$ cat src/rtl/tx_symbol_framer.sv
// QPSK transmit framer: wraps a payload byte stream in preamble, sync word and
// a zero tail, and emits it two bits (I,Q) per symbol under a valid/ready handshake.
module tx_symbol_framer #(
    parameter int unsigned PREAMBLE_BYTES   = 4,
    parameter logic [7:0]  PREAMBLE_PATTERN = 8'hAA,
    parameter logic [15:0] SYNC_WORD        = 16'h2DD4,
    parameter int unsigned TAIL_SYMBOLS     = 4
) (
    input  logic       clk,
    input  logic       rst,
    input  logic [7:0] in_data,
    input  logic       in_valid,
    input  logic       in_last,
    output logic       in_ready,
    output logic       out_I,
    output logic       out_Q,
    output logic       out_valid,
    input  logic       out_ready,
    output logic       busy,
    output logic       underrun
);

    // state    | meaning
    // IDLE     | no frame; waits for in_valid to start one
    // PREAMBLE | sending PREAMBLE_BYTES copies of the pattern byte
    // SYNC     | sending the sync word, high byte then low byte
    // PAYLOAD  | streaming accepted payload bytes
    // TAIL     | sending TAIL_SYMBOLS zero dibits
    typedef enum logic [2:0] {IDLE, PREAMBLE, SYNC, PAYLOAD, TAIL} state_t;

    localparam logic [7:0] PRE_LOAD  = 8'(PREAMBLE_BYTES - 1);
    localparam logic [3:0] TAIL_LOAD = 4'(TAIL_SYMBOLS - 1);

    state_t     state;
    logic [7:0] sr;
    logic [1:0] dcnt;
    logic       sv;
    logic [7:0] pcnt;
    logic [3:0] tcnt;
    logic       sync_lo;
    logic       last_pend;
    logic       underrun_r;

    logic xfer;
    logic byte_done;
    logic accept;

    assign xfer      = sv & out_ready;
    assign byte_done = xfer & (dcnt == 2'd3);
    // Once the last byte is held, the next upstream byte belongs to the next frame.
    assign in_ready  = (state == PAYLOAD) & ~last_pend & (~sv | (out_ready & (dcnt == 2'd3)));
    assign accept    = in_ready & in_valid;

    assign out_I     = sr[7];
    assign out_Q     = sr[6];
    assign out_valid = sv;
    assign busy      = (state != IDLE);
    assign underrun  = underrun_r;

    always_ff @(posedge clk) begin
        if (rst) begin
            state      <= IDLE;
            sr         <= '0;
            dcnt       <= '0;
            sv         <= 1'b0;
            pcnt       <= '0;
            tcnt       <= '0;
            sync_lo    <= 1'b0;
            last_pend  <= 1'b0;
            underrun_r <= 1'b0;
        end else begin
            underrun_r <= 1'b0;
            case (state)
                IDLE: begin
                    if (in_valid) begin
                        state <= PREAMBLE;
                        sr    <= PREAMBLE_PATTERN;
                        dcnt  <= '0;
                        sv    <= 1'b1;
                        pcnt  <= PRE_LOAD;
                    end
                end
                PREAMBLE: begin
                    if (xfer) begin
                        sr   <= {sr[5:0], 2'b00};
                        dcnt <= dcnt + 2'd1;
                    end
                    if (byte_done) begin
                        if (pcnt == 8'd0) begin
                            state   <= SYNC;
                            sr      <= SYNC_WORD[15:8];
                            sync_lo <= 1'b0;
                        end else begin
                            sr   <= PREAMBLE_PATTERN;
                            pcnt <= pcnt - 8'd1;
                        end
                    end
                end
                SYNC: begin
                    if (xfer) begin
                        sr   <= {sr[5:0], 2'b00};
                        dcnt <= dcnt + 2'd1;
                    end
                    if (byte_done) begin
                        if (!sync_lo) begin
                            sr      <= SYNC_WORD[7:0];
                            sync_lo <= 1'b1;
                        end else begin
                            state <= PAYLOAD;
                            sv    <= 1'b0;
                        end
                    end
                end
                PAYLOAD: begin
                    if (xfer) begin
                        sr   <= {sr[5:0], 2'b00};
                        dcnt <= dcnt + 2'd1;
                    end
                    if (byte_done) begin
                        if (last_pend) begin
                            state     <= TAIL;
                            sr        <= '0;
                            dcnt      <= '0;
                            tcnt      <= TAIL_LOAD;
                            last_pend <= 1'b0;
                        end else if (!in_valid) begin
                            sv         <= 1'b0;
                            underrun_r <= 1'b1;
                        end
                    end
                    if (accept) begin
                        sr        <= in_data;
                        dcnt      <= '0;
                        sv        <= 1'b1;
                        last_pend <= in_last;
                    end
                end
                TAIL: begin
                    if (xfer) begin
                        dcnt <= dcnt + 2'd1;
                        if (tcnt == 4'd0) begin
                            state <= IDLE;
                            sv    <= 1'b0;
                        end else begin
                            tcnt <= tcnt - 4'd1;
                        end
                    end
                end
                default: begin
                    state <= IDLE;
                    sv    <= 1'b0;
                end
            endcase
        end
    end

endmodule
$ cat config.mk
export PLATFORM = sky130hd
export DESIGN_NAME = tx_symbol_framer
export DESIGN_NICKNAME = d
export VERILOG_FILES = /design/src/rtl/tx_symbol_framer.sv
export SDC_FILE = /design/constraint.sdc
export NUM_CORES = 1
export LEC_CHECK = 0
export CORE_MARGIN = 5
export CORE_UTILIZATION = 40
export DETAILED_ROUTE_END_ITERATION = 8
export PLACE_DENSITY = 0.58
export SYNTH_ARGS = -nofsm -noshare
export SYNTH_HDL_FRONTEND = slang
export SYNTH_SLANG_ARGS = --single-unit
$ cat constraint.sdc
create_clock -name clk -period 1.9 [get_ports clk]
set_clock_uncertainty 0.1 [all_clocks]
set_input_delay 0.38 -clock clk [delete_from_list [all_inputs] [get_ports clk]]
set_output_delay 0.38 -clock clk [all_outputs]
set_load 0.03 [all_outputs]
==> implementation parameters <==
Parameter                              Value

Worst setup path
  Endpoint of the most critical register-to-register path    sr[3]$_SDFFE_PP0P_
  Max incr delay on CP    between 400 and 500 ps
  Cell family with most CP delay    compound AO/OA/AOI/OAI gates
  Worst EP arrival    just under 2000 ps
  Worst reg2reg path startpoint    dcnt[0]$_SDFFE_PP0P_
  Nature of the critical path endpoint    register
  Flop2flop setup slack    between 20 and 25 ps
  Max FO, Critical Path    6
  Category of the worst setup path launch point    register
  Type of the worst setup path    register to register
  Worst path buffer plus inverter count    0
  Depth of the most critical reg-to-reg path    6
  List of cells traversed by the critical path    ha_4 -> a21boi_4 -> nor3_2 -> or4_4 -> a21o_1 -> a311oi_2
  Worst path slowest cell    or4_4
  Required time of the critical path    ~2000 ps

Routing
  Post-detailed-route DRC marker count    0
  Drt initial violations    roughly 120
  Vias per inst    5.45
  DRT antenna net count    0
  Initial DRT Pass Iterations    4
  Average wire per cell in the routed design    about 15 um
  DR vias    between 1.5k and 2k
  Total routed wirelength    around 5200 um

STA
  Hold violation total from the final report    0
  Shortest clock period the worst path allows after layout    ~1900 ps
  Period utilisation layout    slightly below 100%
  Final setup violation count    0
  Tightest hold margin    395 ps
  Slew at the pin closest to its max-slew limit    approximately 320 ps
  Slew Viols, Final    0
  Worst max-slew margin expressed relative to the limit    78.2%
  Maximum clock rate    around 530 MHz
  RSZ-0062 raised after global routing    yes

Power and ir drop
  Combinational fraction of design power    around 22%
  Cell-internal power    ~1.1 mW
  Leakage power    0.990 nW
  Switching fraction of total power    between 20% and 30%
  Fraction of power consumed by the clock network    34.1%
  Switching power    0.414 mW
  Worst-case vdd ir drop    roughly 460 uV
  Power density relative to cell area    between 500 and 600 nW/um^2
  Sequential group share of total power    between 40 and 50%

Placement
  Final weighted congestion in routability-driven placement    around 0.85
  Cell area after placement    between 2000 and 2500 um^2
  Detailed Place HPWL    3890 um
  Number of instances in the placed design    330
  Number of buffers added on ports    18

Synth
  Post-synth EDFFs    0
  Top cells by area in the synthesized netlist    dfxtp_1 (32%), nor2_1 (6.6%), a21oi_1 (5.0%)
  Area of the mapped netlist    ~1800 um^2
  Predominant post-synthesis flop cell    dfxtp_1
  Net count after synthesis    243
  Flip-flop and latch count after synthesis    29
  Area fraction of the dominant cell type after synthesis    roughly a third
  Syn Area/Cell    around 8 um^2
  Fraction of registers with async set or reset after synthesis    0%
  Synthesis warning total    0
  Count of different cell masters after synthesis    53
  Cell count after synthesis    about 230
  Proportion of synthesized chip area in sequential cells    around a third
  Leading area contributor after synthesis    dfxtp_1

Flow run
  Number of max-capacitance violations reported    0

Cells and area
  Leading cell type in the layout, fill and taps excluded    buf_4
  Combined area of the multi-input logic cells    roughly 1300 um^2
  Net count, final    305
  Number of antenna diodes    0
  Most used cells in the layout excluding fill and tap cells    buf_4 (47), nor2_1 (31), nand2_1 (22), dfxtp_1 (22), a21oi_1 (17)
  Register cell area after layout    just under 600 um^2
  Fraction of layout cells with a size suffix above 1    a little over a third
  Number of filler cells placed in the layout    a little over 400
  Final design instance area without fill    between 2000 and 3000 um^2
  Layout overhead on the synthesized area    42.3%
  Final Core Density    about 59%
  Final standard cell count with taps included and fillers excluded    340

Clock tree
  Latest clock arrival within the worst-skew pair    ~280 ps
  Clock-pin transition on the worst setup and hold timing paths    about 60 ps
  CTS Root Cell    clkbuf_8
  Maximum number of buffers from clock root to sink    2
  TritonCTS clock tree    built
  Clk sinks    29
  Total clock buffers created by CTS    5
  Deepest level of the CTS H-tree    2
  Number of buffers inserted for hold repair after clock tree synthesis    0

GRT
  Grt peak-use layer    met2
  Number of global-route vias before repair    around 1.8k
  Remaining Overflow, GRT    0
  Global-route wire length before repair    between 8000 and 9000 um
  Pin count of the biggest net entering global routing    18
  Met3 Track Usage GR    under 10%
  Met2 Usage GRT    between 20 and 30%
  Global Route Usage Sum    about 18%
  Antenna violations before repair    0
  Met1 global-route usage    about a quarter

Hold path
  Startpoint of the most critical hold path    sr[1]$_SDFFE_PP0P_
  Sink of the worst hold path    sr[1]$_SDFFE_PP0P_
  Worst hold path class    register to register
  Number of stages on the worst hold path    2

Floorplanning
  Die Area    roughly 6000 um^2
  Area of the placeable core    4380 um^2
  I/O pins    19
  Number of rows created at floorplan    24
  Starting Density    between 40% and 50%
  Chip Width    between 70 and 80 um
  Die boundary height    between 70 and 80 um

Status
  Outcome    finished clean
[power by group through the flow]
| stage | clock, mW | combinational [mW] | sequential [mW] |
|---|---|---|---|
| after global placement | 0 | 0.307 | 0.675 |
| after CTS | 0.530 | 0.312 | 0.663 |
| after global routing | 0.557 | 0.357 | 0.669 |
| after floorplan | 0 | 0.180 | 0.675 |
| final | 0.512 | 0.326 | 0.665 |
| after detailed placement | 0 | 0.308 | 0.676 |
[metrics by stage]
step	setup WS [ps]	power (mW)	setup TNS, ps
after floorplan	17.2	0.856	0
after global placement	-399	0.983	-5770
after detailed placement	-438	0.985	-6090
after CTS	4.49	1.50	0
after global routing	-47.5	1.58	-58.8
final	20.4	1.50	0
[cell families (layout without fill, tap and decap cells)]
group	Yosys count	in the layout	share of synthesized area, %
AO/OA/AOI/OAI	54	54	21.0
XOR/XNOR	9	9	4.34
adder cells (fa/ha/maj)	4	4	2.75
buffers and inverters	18	80	4.96
flip-flops	29	29	32.0
multiplexers	8	8	4.61
AND/OR/NAND/NOR	104	104	30.4
[state kept, by name, indices dropped and copies added (netlist names)]
register	count
pcnt	8
sr	8
tcnt	4
state	3
dcnt	2
last_pend	1
out_valid	1
sync_lo	1
underrun	1
[synthesized netlist by cell type, types with 4 or more instances]
cell / n
clkbuf_1: 6
nand2_1: 22
o21ai_0: 7
inv_1: 6
a211oi_1: 10
nor2_1: 32
xnor2_1: 6
nor3_1: 5
mux2i_1: 5
ha_1: 4
dfxtp_1: 29
a21oi_1: 18
a31oi_1: 4
nand3_1: 8
[routing by layer]
| metal | up-vias | part of all wire [%] |
|---|---|---|
| met5 | - | 0 |
| met4 | 0 | 0.70 |
| met3 | 5 | 4.1 |
| met2 | 34 | 49 |
| met1 | 876 | 47 |
| li1 | 938 | - |
[layout make-up]
type                            count  area share, %
Timing Repair Buffer               67           21.5
Inverter                            6          0.871
Tap cell                           52           2.52
Multi-Input combinational cell    179           48.7
Clock buffer                        7           3.34
Sequential cell                    29           23.1
[timing repair]
action	in CTS	in global routing
pin swaps	2	6
setup endpoints to repair	14	15
resized for setup	13	24
gates cloned	0	0
setup buffers	2	1
[worst max path at each step]
| stage | from | to | slack [ps] | cells after the start |
|---|---|---|---|---|
| after global routing | dcnt[0]$_SDFFE_PP0P_ | sr[3]$_SDFFE_PP0P_ | -50 | 6 |
| after CTS | last_pend$_SDFFE_PP0P_ | in_ready | 4 | 5 |
| after detailed placement | out_ready | sr[3]$_SDFFE_PP0P_ | -440 | 6 |
| after global placement | out_ready | sr[3]$_SDFFE_PP0P_ | -400 | 6 |
| final | dcnt[0]$_SDFFE_PP0P_ | sr[3]$_SDFFE_PP0P_ | 20 | 6 |
| after floorplan | dcnt[0]$_SDFFE_PP0P_ | sr[3]$_SDFFE_PP0P_ | 20 | 6 |
[worst register-to-register path, cell delays in order, from the launching register on]
cell,delay (ps)
dfxtp_2,330
ha_4,180
a21boi_4,220
nor3_2,80
or4_4,490
a21o_1,180
a311oi_2,220
No activity file was read; power rests on OpenSTA's default activity.
